`src/rtl/serial_shift_right16.sv`:
```
// Iterative 16-bit right shifter/rotator: STEP bits per cycle, valid/ready in and out.
// Define SERIAL_SHIFT_RIGHT16_STICKY_EN to build the sticky (shifted-out OR) tracking.
module serial_shift_right16 #(
    parameter int WIDTH = 16,
    parameter int STEP  = 1
) (
    input  logic             clk,
    input  logic             rst,
    input  logic             in_valid,
    output logic             in_ready,
    input  logic [WIDTH-1:0] a,
    input  logic [WIDTH-1:0] b,
    input  logic [1:0]       mode,
    output logic             out_valid,
    input  logic             out_ready,
    output logic [WIDTH-1:0] out,
    output logic             sticky,
    output logic             busy
);

    typedef enum logic [1:0] {
        S_IDLE  = 2'd0,
        S_SHIFT = 2'd1,
        S_DONE  = 2'd2
    } state_t;

    localparam logic [3:0] STEP_C = 4'(STEP);

    state_t           state_q;
    logic [WIDTH-1:0] sreg_q;
    logic [3:0]       cnt_q;
    logic [1:0]       mode_q;
    logic             in_ready_q;
    logic             out_valid_q;
    logic             busy_q;

    logic [3:0]       k;
    logic [WIDTH-1:0] shift_d;
    logic             unused_b;

    // Only the low nibble of the amount is meaningful.
    assign unused_b = ^b[WIDTH-1:4];

    assign k = (cnt_q < STEP_C) ? cnt_q : STEP_C;

    always_comb begin
        shift_d = sreg_q >> k;
        case (mode_q)
            2'b01:   shift_d = $unsigned($signed(sreg_q) >>> k);
            2'b10:   shift_d = WIDTH'({sreg_q, sreg_q} >> k);
            default: shift_d = sreg_q >> k;
        endcase
    end

    always_ff @(posedge clk) begin
        if (rst) begin
            state_q     <= S_IDLE;
            sreg_q      <= '0;
            cnt_q       <= '0;
            mode_q      <= '0;
            in_ready_q  <= 1'b1;
            out_valid_q <= 1'b0;
            busy_q      <= 1'b0;
        end else begin
            case (state_q)
                S_IDLE: begin
                    if (in_valid) begin
                        sreg_q     <= a;
                        cnt_q      <= b[3:0];
                        mode_q     <= mode;
                        in_ready_q <= 1'b0;
                        busy_q     <= 1'b1;
                        if (b[3:0] == 4'd0) begin
                            state_q     <= S_DONE;
                            out_valid_q <= 1'b1;
                        end else begin
                            state_q <= S_SHIFT;
                        end
                    end
                end
                S_SHIFT: begin
                    sreg_q <= shift_d;
                    cnt_q  <= cnt_q - k;
                    if (cnt_q == k) begin
                        state_q     <= S_DONE;
                        out_valid_q <= 1'b1;
                    end
                end
                S_DONE: begin
                    // Returning to IDLE costs a cycle, so no accept can overlap the release.
                    if (out_ready) begin
                        state_q     <= S_IDLE;
                        out_valid_q <= 1'b0;
                        busy_q      <= 1'b0;
                        in_ready_q  <= 1'b1;
                    end
                end
                default: begin
                    state_q     <= S_IDLE;
                    in_ready_q  <= 1'b1;
                    out_valid_q <= 1'b0;
                    busy_q      <= 1'b0;
                end
            endcase
        end
    end

`ifdef SERIAL_SHIFT_RIGHT16_STICKY_EN
    logic             sticky_q;
    logic [WIDTH-1:0] lost_mask;
    logic             lost;

    assign lost_mask = ~({WIDTH{1'b1}} << k);
    assign lost      = |(sreg_q & lost_mask);

    // Rotation loses no bits, so sticky only accumulates for the shift modes.
    always_ff @(posedge clk) begin
        if (rst) begin
            sticky_q <= 1'b0;
        end else if (state_q == S_IDLE && in_valid) begin
            sticky_q <= 1'b0;
        end else if (state_q == S_SHIFT && mode_q != 2'b10 && lost) begin
            sticky_q <= 1'b1;
        end
    end

    assign sticky = sticky_q;
`else
    assign sticky = 1'b0;
`endif

    assign in_ready  = in_ready_q;
    assign out_valid = out_valid_q;
    assign busy      = busy_q;
    assign out       = sreg_q;

endmodule

```
`config.mk`:
```
export PLATFORM = sky130hd
export DESIGN_NAME = serial_shift_right16
export DESIGN_NICKNAME = d
export VERILOG_FILES = /design/src/rtl/serial_shift_right16.sv
export SDC_FILE = /design/constraint.sdc
export NUM_CORES = 1
export LEC_CHECK = 0
export ABC_AREA = 1
export BUFFER_PORTS_ARGS = -buffer_cell sky130_fd_sc_hd__buf_2
export CAP_MARGIN = 10
export CORE_MARGIN = 3
export CORE_UTILIZATION = 47
export DETAILED_ROUTE_END_ITERATION = 12
export GPL_ROUTABILITY_DRIVEN = 1
export PLACE_DENSITY = 0.83
export SYNTH_ARGS = -nofsm -noshare
export SYNTH_HDL_FRONTEND = slang
export SYNTH_SLANG_ARGS = --single-unit
```
`constraint.sdc`:
```
create_clock -name clk -period 1.5 [get_ports clk]
set_input_delay 0.3 -clock clk [delete_from_list [all_inputs] [get_ports clk]]
set_output_delay 0.3 -clock clk [all_outputs]
set_load 0.05 [all_outputs]
```
==> flow_summary.json <==
{
  "cts_tree": "yes",
  "reg2regPathDepth": 8,
  "final_period_minus_worst_setup_slack_ps": 1350,
  "fin_nets": 279,
  "grt_antenna_before_repair": 0,
  "ant_nets": 0,
  "final-setup-viol-count": 0,
  "via_count": 1404,
  "initial_core_util": 0.505,
  "hold_path_depth": 2,
  "mostFrequentLayoutCells": "sky130_fd_sc_hd__buf_2, sky130_fd_sc_hd__dfxtp_1, sky130_fd_sc_hd__nand2_1",
  "clock_latency_at_the_later_pin_of_the_worst_skew_pair_ps": 330,
  "grt_overflow_total": 0,
  "wire_per_inst_um": 11.9,
  "worstPathMaxFanout": 4,
  "cts-htree-levels": 1,
  "hpwl_after_dpl_um": 2320,
  "path_common_cell": "sky130_fd_sc_hd__nand2_1",
  "mostFrequentLayoutCell": "sky130_fd_sc_hd__buf_2",
  "syn_inst": 194,
  "n_antenna_cell": 0,
  "ctsRootBufferMaster": "sky130_fd_sc_hd__clkbuf_4",
  "maxCapViolations": 0,
  "layout.cell_area.non_filler_um2": 1700,
  "syn2layout_area_growth_pct": 18.7,
  "global_route_usage_sum": 0.182,
  "synth_area_um2": 1430,
  "share_of_the_clock_period_used_by_the_worst_path_after_layout": 0.898,
  "ff2ff_setup_slack_ps": 150,
  "clock-skew-final_ps": 2.44,
  "drc": 0,
  "totalNegativeSetupSlack_ps": 0,
  "post_route_cells_drive_above_1_share": 0.273,
  "design.die.area_um2": 3740,
  "clk_pin_slew_ps": 150,
  "postPlaceCellArea_um2": 1660,
  "maxClockFrequency_ghz": 0.743,
  "drt_first_pass_iters": 4,
  "yosysUniqueCellTypes": 25,
  "cts_setup_buffers": 0,
  "final_max_slew_viol_count": 0,
  "worstSetupStartpoint": "cnt_q[3]$_SDFFE_PP0P_",
  "synth_edf_count": 0,
  "portBuffers": 44,
  "power_density_nw_per_um2": 1720,
  "wl_um": 3200,
  "clock_path_buffers": 2,
  "syn-num-nets": 234,
  "synth_seq_cells": 27,
  "path_delay_family": "simple AND/OR/NAND/NOR gates",
  "finalHoldWorstSlack_ps": 141,
  "criticalPathCategory": "reg2reg",
  "floorplan.core_area_um2": 2830,
  "cp_num_cells": 8,
  "hold_path_class": "in2reg",
  "cpMaxStageDelayCell": "sky130_fd_sc_hd__dfxtp_1",
  "gpl_wtd_cong": 0.815,
  "r2r_start": "cnt_q[3]$_SDFFE_PP0P_",
  "hold_vio_cnt_final": 0,
  "grt_first_pass_wirelength_um": 5220,
  "placement_rows": 19,
  "number_of_buffers_inserted_during_clock_tree_synthesis": 3,
  "postSynth.asyncResetShare": 0,
  "synthesis.yosys.warnings": 0,
  "critPathMaxStageDelay_ps": 340,
  "synthFlopType": "sky130_fd_sc_hd__dfxtp_1",
  "cp_data_arrival_time_ps": 1580,
  "via_count_of_the_first_global_routing_pass": 1289,
  "cp-start-kind": "flop",
  "outcome": "complete, no violations",
  "via_per_inst": 5.22,
  "cp_data_required_time_ps": 1740,
  "timing.rr.end": "cnt_q[1]$_SDFFE_PP0P_",
  "chipHeight_um": 61.1,
  "cts_resized": 0,
  "ctsHoldBuffers": 0,
  "pin_count_of_the_biggest_net_entering_global_routing": 36,
  "fill_cells": 277,
  "power_leakage_nw": 0.793,
  "grt_setup_unrepaired": "no",
  "synth_area_per_cell_um2": 7.37,
  "clock-sinks": 27,
  "die_w_um": 61.1,
  "timing.hold.worst.start": "rst",
  "crit_buf_inv": 0,
  "drt_iter0_drc": 33,
  "critPathCaptureType": "flop",
  "floorplan.io_pins": 58,
  "worstPathCellList": "nor2_1, nand2_2, nand2_1, ha_1, nand2_1, nand2_1, o21ai_1, a21oi_1",
  "critical_path.endpoint": "cnt_q[1]$_SDFFE_PP0P_",
  "sequential_area_share_after_synthesis": 0.378,
  "worst_ir_drop_vdd_v": 0.000805
}
==> cell families (layout without fill, tap and decap cells) <==
| family | after synthesis | count (layout) | synth area share |
|---|---|---|---|
| buffers and inverters | 24 | 68 | 0.0937 |
| and+or+nand+nor | 92 | 92 | 0.337 |
| AOI/OAI and AO/OA | 48 | 48 | 0.171 |
| adders and majority gates | 2 | 2 | 0.0175 |
| other | 1 | 1 | 0.00262 |
| DFF | 27 | 27 | 0.378 |
==> sequential cells by signal (all words and copies together) (netlist names) <==
register and cells:
out_valid 1, mode_q 2, in_ready 1, busy 1, state_q 2, cnt_q 4, out 16
==> worst min path at each step <==
stage,slack (ps),to
after global placement,430,out_valid$_SDFFE_PP0P_
final,140,mode_q[0]$_SDFFE_PP0P_
after detailed placement,440,out_valid$_SDFFE_PP0P_
after CTS,140,mode_q[0]$_SDFFE_PP0P_
after global routing,130,mode_q[0]$_SDFFE_PP0P_
after floorplan,370,mode_q[0]$_SDFFE_PP0P_
==> final cells by class <==
class | count | area, um2 | area share
Inverter | 15 | 61.3 | 0.0361
Sequential cell | 27 | 541 | 0.319
Multi-Input combinational cell | 143 | 758 | 0.447
Clock inverter | 1 | 5.00 | 0.00295
Timing Repair Buffer | 49 | 270 | 0.159
Clock buffer | 3 | 22.5 | 0.0133
Tap cell | 31 | 38.8 | 0.0229
==> report_power, final <==
part	leakage, nW	switching (W)	internal, W	total [W]
sequential	0.224	0.000122	0.000897	0.00102
combinational	0.552	0.00111	0.000479	0.00158
clock	0.0177	0.000218	0.000100	0.000318
==> metal layers <==
metal  global-route usage  share of wire
met4               0.0805          0.013
met2                0.308           0.46
met5                    0              0
met3               0.0252          0.044
met1                0.228           0.48
==> worst register-to-register path: stages (launching register included) <==
cell                      delay (ps)
sky130_fd_sc_hd__dfxtp_1         340
sky130_fd_sc_hd__nor2_1          190
sky130_fd_sc_hd__nand2_2         120
sky130_fd_sc_hd__nand2_1         120
sky130_fd_sc_hd__ha_1            230
sky130_fd_sc_hd__nand2_1          60
sky130_fd_sc_hd__nand2_1          50
sky130_fd_sc_hd__o21ai_1         110
sky130_fd_sc_hd__a21oi_1          50
==> synthesized netlist by cell type, types with 2 or more instances <==
| master | n | share of area |
|---|---|---|
| sky130_fd_sc_hd__inv_2 | 2 | 0.0053 |
| sky130_fd_sc_hd__buf_2 | 3 | 0.011 |
| sky130_fd_sc_hd__o21ai_0 | 10 | 0.035 |
| sky130_fd_sc_hd__or2_0 | 10 | 0.044 |
| sky130_fd_sc_hd__o21ai_1 | 11 | 0.039 |
| sky130_fd_sc_hd__nand3_1 | 8 | 0.028 |
| sky130_fd_sc_hd__buf_6 | 3 | 0.024 |
| sky130_fd_sc_hd__nand2_2 | 4 | 0.018 |
| sky130_fd_sc_hd__nor2_1 | 22 | 0.058 |
| sky130_fd_sc_hd__or2_1 | 4 | 0.018 |
| sky130_fd_sc_hd__ha_1 | 2 | 0.018 |
| sky130_fd_sc_hd__a21oi_1 | 25 | 0.088 |
| sky130_fd_sc_hd__dfxtp_1 | 27 | 0.38 |
| sky130_fd_sc_hd__nand3b_1 | 15 | 0.079 |
| sky130_fd_sc_hd__nand2_1 | 25 | 0.066 |
| sky130_fd_sc_hd__inv_1 | 12 | 0.032 |
| sky130_fd_sc_hd__nand2_4 | 3 | 0.024 |
==> metrics by stage <==
| step | utilization | worst slack, ps | power (W) | instances |
|---|---|---|---|---|
| floorplan | - | 232 | 0.00229 | 194 |
| global placement | 0.588 | 183 | 0.00258 | 265 |
| detailed placement | 0.588 | 135 | 0.00260 | 265 |
| CTS | 0.598 | 108 | 0.00292 | 269 |
| global route | 0.600 | 15.9 | 0.00314 | 269 |
| finish | 0.600 | 154 | 0.00292 | 269 |
No activity file was read; power rests on OpenSTA's default activity.
